**src/rtl/mult_arbiter.sv**
```systemverilog
// Round-robin arbiter that shares one shift-add multiplier among NREQ requesters:
// load M, load Q, start, wait for ready, read AQ low/high, then a one-cycle ack.
module mult_arbiter #(
    parameter int unsigned W       = 8,
    parameter int unsigned NREQ    = 2,
    parameter int unsigned TIMEOUT = 64,
    parameter int unsigned BUSYWIN = 4
) (
    input  logic              clk,
    input  logic              n_reset,
    input  logic [NREQ-1:0]   req,
    input  logic [NREQ*W-1:0] opa,
    input  logic [NREQ*W-1:0] opb,
    output logic [NREQ-1:0]   ack,
    output logic              err,
    output logic [2*W-1:0]    product,
    output logic [1:0]        mul_func,
    output logic              mul_oe,
    output logic [W-1:0]      mul_wdata,
    output logic              mul_wen,
    input  logic [W-1:0]      mul_rdata,
    output logic              mul_start,
    input  logic              mul_ready
);

    localparam int unsigned PW   = (NREQ > 1) ? $clog2(NREQ) : 1;
    localparam int unsigned CMAX = (TIMEOUT > BUSYWIN) ? TIMEOUT : BUSYWIN;
    localparam int unsigned CW   = $clog2(CMAX + 1);

    localparam logic [1:0] FUNC_LD_M  = 2'b00;
    localparam logic [1:0] FUNC_LD_Q  = 2'b01;
    localparam logic [1:0] FUNC_RD_LO = 2'b10;
    localparam logic [1:0] FUNC_RD_HI = 2'b11;

    typedef enum logic [3:0] {
        S_IDLE,
        S_LOAD_M,
        S_LOAD_Q,
        S_START,
        S_WAIT,
        S_READ_LO,
        S_READ_HI,
        S_RESP,
        S_FAIL
    } state_e;

    state_e          state_q, state_d;
    logic [CW-1:0]   cnt_q, cnt_d, cnt_inc;
    logic [PW-1:0]   ptr_q, ptr_d;
    logic [PW-1:0]   gnt_q, gnt_d;
    logic [W-1:0]    opb_q, opb_d;
    logic [NREQ-1:0] ack_q, ack_d;
    logic            err_q, err_d;
    logic [2*W-1:0]  product_q, product_d;
    logic [1:0]      func_q, func_d;
    logic            oe_q, oe_d;
    logic [W-1:0]    wdata_q, wdata_d;
    logic            wen_q, wen_d;
    logic            start_q, start_d;

    logic            found;
    logic [PW-1:0]   cand;
    logic [PW-1:0]   pick;
    logic [W-1:0]    opa_sel;

    // State and registered outputs
    always_ff @(posedge clk or negedge n_reset) begin
        if (!n_reset) begin
            state_q   <= S_IDLE;
            cnt_q     <= '0;
            ptr_q     <= PW'(NREQ - 1);
            gnt_q     <= '0;
            opb_q     <= '0;
            ack_q     <= '0;
            err_q     <= 1'b0;
            product_q <= '0;
            func_q    <= FUNC_RD_LO;
            oe_q      <= 1'b0;
            wdata_q   <= '0;
            wen_q     <= 1'b0;
            start_q   <= 1'b0;
        end else begin
            state_q   <= state_d;
            cnt_q     <= cnt_d;
            ptr_q     <= ptr_d;
            gnt_q     <= gnt_d;
            opb_q     <= opb_d;
            ack_q     <= ack_d;
            err_q     <= err_d;
            product_q <= product_d;
            func_q    <= func_d;
            oe_q      <= oe_d;
            wdata_q   <= wdata_d;
            wen_q     <= wen_d;
            start_q   <= start_d;
        end
    end

    // Next state, then outputs decoded from the state being entered
    always_comb begin
        state_d   = state_q;
        cnt_d     = cnt_q;
        ptr_d     = ptr_q;
        gnt_d     = gnt_q;
        opb_d     = opb_q;
        product_d = product_q;
        ack_d     = '0;
        err_d     = 1'b0;
        func_d    = FUNC_RD_LO;
        oe_d      = 1'b0;
        wdata_d   = '0;
        wen_d     = 1'b0;
        start_d   = 1'b0;
        found     = 1'b0;
        cand      = '0;
        pick      = ptr_q;
        cnt_inc   = (cnt_q == CW'(CMAX)) ? cnt_q : cnt_q + CW'(1);

        // first requester after the last winner, wrapping
        for (int unsigned i = 1; i <= NREQ; i++) begin
            cand = PW'((32'(ptr_q) + i) % NREQ);
            if (!found && req[cand]) begin
                found = 1'b1;
                pick  = cand;
            end
        end
        opa_sel = opa[32'(pick)*W +: W];

        case (state_q)
            S_IDLE: begin
                if (mul_ready && found) begin
                    ptr_d   = pick;
                    gnt_d   = pick;
                    opb_d   = opb[32'(pick)*W +: W];
                    state_d = S_LOAD_M;
                end
            end
            S_LOAD_M: state_d = S_LOAD_Q;
            S_LOAD_Q: begin
                cnt_d   = '0;
                state_d = S_START;
            end
            S_START: begin
                if (!mul_ready) begin
                    cnt_d   = '0;
                    state_d = S_WAIT;
                end else if (cnt_q >= CW'(BUSYWIN - 1)) begin
                    state_d = S_FAIL;
                end else begin
                    cnt_d = cnt_inc;
                end
            end
            S_WAIT: begin
                if (mul_ready) begin
                    state_d = S_READ_LO;
                end else if (cnt_q >= CW'(TIMEOUT - 1)) begin
                    state_d = S_FAIL;
                end else begin
                    cnt_d = cnt_inc;
                end
            end
            S_READ_LO: begin
                product_d[W-1:0] = mul_rdata;
                state_d          = S_READ_HI;
            end
            S_READ_HI: begin
                product_d[2*W-1:W] = mul_rdata;
                state_d            = S_RESP;
            end
            S_RESP:  state_d = S_IDLE;
            S_FAIL:  state_d = S_IDLE;
            default: state_d = S_IDLE;
        endcase

        case (state_d)
            S_LOAD_M: begin
                func_d  = FUNC_LD_M;
                wen_d   = 1'b1;
                wdata_d = opa_sel;
            end
            S_LOAD_Q: begin
                func_d  = FUNC_LD_Q;
                wen_d   = 1'b1;
                wdata_d = opb_q;
            end
            S_START:   start_d = 1'b1;
            S_READ_LO: oe_d    = 1'b1;
            S_READ_HI: begin
                func_d = FUNC_RD_HI;
                oe_d   = 1'b1;
            end
            S_RESP: ack_d[gnt_q] = 1'b1;
            S_FAIL: begin
                ack_d[gnt_q] = 1'b1;
                err_d        = 1'b1;
                product_d    = '0;
            end
            default: ;
        endcase
    end

    assign ack       = ack_q;
    assign err       = err_q;
    assign product   = product_q;
    assign mul_func  = func_q;
    assign mul_oe    = oe_q;
    assign mul_wdata = wdata_q;
    assign mul_wen   = wen_q;
    assign mul_start = start_q;

endmodule
```
**config.mk**
```make
export PLATFORM = sky130hd
export DESIGN_NAME = mult_arbiter
export DESIGN_NICKNAME = d
export VERILOG_FILES = /design/src/rtl/mult_arbiter.sv
export SDC_FILE = /design/constraint.sdc
export NUM_CORES = 1
export LEC_CHECK = 0
export ABC_AREA = 1
export BUFFER_PORTS_ARGS = -buffer_cell sky130_fd_sc_hd__buf_4
export CAP_MARGIN = 40
export CORE_MARGIN = 3
export CORE_UTILIZATION = 52
export CTS_CLUSTER_DIAMETER = 80
export DETAILED_ROUTE_END_ITERATION = 6
export PLACE_DENSITY = 0.8
export SYNTH_ARGS = -nofsm -noshare
export SYNTH_HDL_FRONTEND = slang
export SYNTH_SLANG_ARGS = --single-unit
```
**constraint.sdc**
```tcl
create_clock -name clk -period 1.9 [get_ports clk]
set_clock_uncertainty 0.1 [all_clocks]
set_input_delay 0 -clock clk [delete_from_list [all_inputs] [get_ports clk]]
set_output_delay 0 -clock clk [all_outputs]
set_load 0.005 [all_outputs]
```
==> results by group <==
Pwr
  – P_sw: about 1700 uW
  – Lkg Pwr: around 0.0021 uW
  – Sequential power share: 0.398
  – Logic pwr share: 0.451
  – Sw frac: 0.392
  – Peak VDD IR: around 0.63 mV
  – Internal Pwr Total: roughly 2700 uW
  – Clk pwr share: 0.151
  – Pwr Density: 1130 mW/mm^2

Synthesis
  – Largest area contributor in the netlist: dfrtp_1
  – Primary FF master, synth: dfrtp_1
  – Mean Syn Cell Area: 7.99 um^2
  – Syn nets: approximately 390
  – Synthesized area: 0.00271 mm^2
  – Cells after synthesis: 339
  – Async S/R FF share, synth: 1.00
  – Distinct cells, synth: 27
  – Seq/Total Area, Yosys: 0.490
  – Largest cells by area after synthesis: dfrtp_1 47%, nand2_1 13%, nand4_1 8.5%, inv_1 6.5%, o21ai_0 5.4%
  – Post-synth EDFFs: 0
  – Yosys warnings: 0
  – FF+latch count, synth: 53
  – Share of the synthesized area in the top cell type: 0.471

Worst setup path
  – Cell family with most CP delay: simple AND/OR/NAND/NOR gates
  – CP endpoint kind: register
  – Crit-path slowest cell: dfrtp_1
  – Element type at the critical path start: register
  – Critical Path Stages: 9
  – Critical path arrival: 1.88 ns
  – WP data required: ~2 ns
  – Setup CP Type: register to register
  – Worst Path Buf+Inv: 3
  – Crit path cell chain: nor2_2 -> inv_1 -> nor2_4 -> inv_1 -> nor2_2 -> nand2_4 -> buf_12 -> nand4_1 -> nand2_1
  – Slowest cell delay on critical path: 0.44 ns
  – Critical path fanouts, max: 23
  – Cells on worst reg2reg path: 9

GRT
  – Pin count of the biggest net entering global routing: 54
  – Total congestion overflow: 0
  – GRT Total Usage: 0.264
  – Vias in the first global route: 2789
  – First-pass GRT wire length: 12600 um
  – Initial antenna violation count: 0

Floorplan
  – Total core area: 0.00488 mm^2
  – Die height: 78.2 um
  – Die area: about 0.0061 mm^2
  – Initial Util: 0.555
  – # rows: 25
  – Die width: 78.2 um
  – Total I/O pin count: 77

STA
  – Period utilization: 0.932
  – Worst slew pin tran: 0.638 ns
  – Count of final max-slew check failures: 0
  – Hold Slack: -0.0205 ns
  – Setup ws final: 0.130 ns
  – Setup_tns: 0 ns
  – RSZ-0062 raised after global routing: false
  – Final Setup Violations: 0
  – Slew HR: 0.574
  – Fin crit period: 1.77 ns
  – Fmax: approximately 560 MHz
  – Final Hold Fails: 1

Placement
  – Worst slack at placement: 0.152 ns
  – HPWL Detailed: ~4800 um
  – Dpl cell area: 0.00337 mm^2
  – Port bufs: 76
  – GP Congestion: 0.872

Route
  – Via count: approximately 2.8k
  – Post-Route WL: 7820 um
  – Via density: 5.28
  – Drt wl/cell: 14.8 um
  – Routed Antenna Nets: 0
  – Initial drt markers: 142
  – Number of remaining DRC errors: 0
  – 1st-pass router iterations: 4

Hold path
  – WHS Path Cells: 5
  – HP Class: input port to register

Layout
  – Nets: around 500
  – Most frequent cells in the layout: 92 x nand2_1, 84 x buf_4, 50 x dfrtp_1, 47 x inv_1, 42 x dlygate4sd3_1
  – Layout cell share with drive strength beyond 1: 0.261
  – # diodes: 0
  – Area Overhead vs Synth: 44.6%
  – Commonest non-fill, non-tap cell in the layout: nand2_1
  – Finished Cell Area: approximately 0.0039 mm^2
  – Number of fill cells: 295

Clock tree
  – Num CTS Buffers: 5
  – CTS tree: done
  – Clock Tree Root: clkbuf_8
  – H-Tree Depth: 2
  – Clk Latency, worst-skew pair: between 0.3 and 0.4 ns
  – CTS Buffer Depth: 2
  – # clock sinks: 53
  – Clk slew on worst S/H paths: 0.11 ns

Job
  – Max-Cap Viols: 0

Run status
  – Failing checks: hold timing
  – Status: finished, violations left
cells by family (layout without fill, tap and decap cells):
| logic type | count (synthesis) | after routing | synth area share |
|---|---|---|---|
| AO/OA/AOI/OAI | 43 | 43 | 0.0923 |
| AND/OR/NAND/NOR | 174 | 174 | 0.305 |
| XOR/XNOR | 1 | 1 | 0.00323 |
| adder cells (fa/ha/maj) | 2 | 2 | 0.00923 |
| flip-flops | 53 | 53 | 0.490 |
| buffers and inverters | 66 | 190 | 0.100 |
flip-flops by register name, indices dropped and copies added, names as in the netlist:
signal     count
mul_wen        1
ack            2
ptr_q          1
mul_start      1
mul_wdata      8
mul_func       2
opb_q          8
product       16
cnt_q          7
state_q        4
gnt_q          1
mul_oe         1
err            1
routing by layer:
| metal | vias to the layer above | global-route usage | wire (um) |
|---|---|---|---|
| li1 | 1353 | - | - |
| met5 | - | 0 | 0 |
| met4 | 0 | 0.126 | 325 |
| met2 | 111 | 0.499 | 4160 |
| met1 | 1307 | 0.285 | 2970 |
| met3 | 29 | 0.0401 | 362 |
Yosys cell counts (all sizes together) (3+ instances only):
| master | count |
|---|---|
| a21oi | 3 |
| buf | 8 |
| clkbuf | 4 |
| clkinv | 3 |
| dfrtp | 51 |
| inv | 51 |
| nand2 | 98 |
| nand3 | 16 |
| nand4 | 37 |
| nor2 | 22 |
| o21ai | 31 |
| o22ai | 8 |
per-stage QoR:
step / hold WS, ns / util / total power [uW] / std cells
final: -0.0205 / 0.803 / 4450 / 530
after global routing: 0.0178 / 0.803 / 4750 / 530
after CTS: 0.00286 / 0.796 / 4340 / 528
after detailed placement: -0.0304 / 0.691 / 3600 / 478
after global placement: -0.0334 / 0.691 / 3540 / 478
after floorplan: -0.396 / - / 2800 / 339
worst paths after layout:
| check | start | end | slack, ns |
|---|---|---|---|
| min reg2reg | gnt_q | ack[1] | 0.38 |
| max | state_q[0] | product[8] | 0.13 |
| min in group asynchronous | n_reset | mul_wdata[0] | 0.15 |
| min | opb[2] | opb_q[2] | -0.02 |
| max reg2reg | state_q[0] | product[8] | 0.13 |
| max in group asynchronous | n_reset | state_q[1] | 1.09 |
area by class of cell:
class	count	area, um^2	area share
sequential	53	1330	0.339
clock inverter	3	25.0	0.00638
clock buffer	5	68.8	0.0176
timing repair buffer	128	1080	0.276
multi-input combinational	220	1120	0.287
tap	67	83.8	0.0214
inverter	54	206	0.0527
timing repair:
action	CTS	global route
endpoints found under the hold margin	86	0
buffers inserted	0	2
gates resized for setup	0	6
hold buffers	42	0
endpoints found under the setup margin	0	17
power groups by stage:
stage	Clock [uW]	Sequential [uW]	Combinational, uW
2_1_floorplan	0	1760	1040
3_3_place_gp	0	1760	1780
3_5_place_dp	0	1770	1830
4_1_cts	672	1750	1920
5_1_grt	722	1810	2220
6_report	671	1770	2010
tightest hold or removal path: cells and delay by family:
kind            cells  cell delay (ns)
buf+inv             2             0.13
compound gates      2             0.16
simple gates        1             0.07
Note: power is estimated with default switching activity, not from simulation.
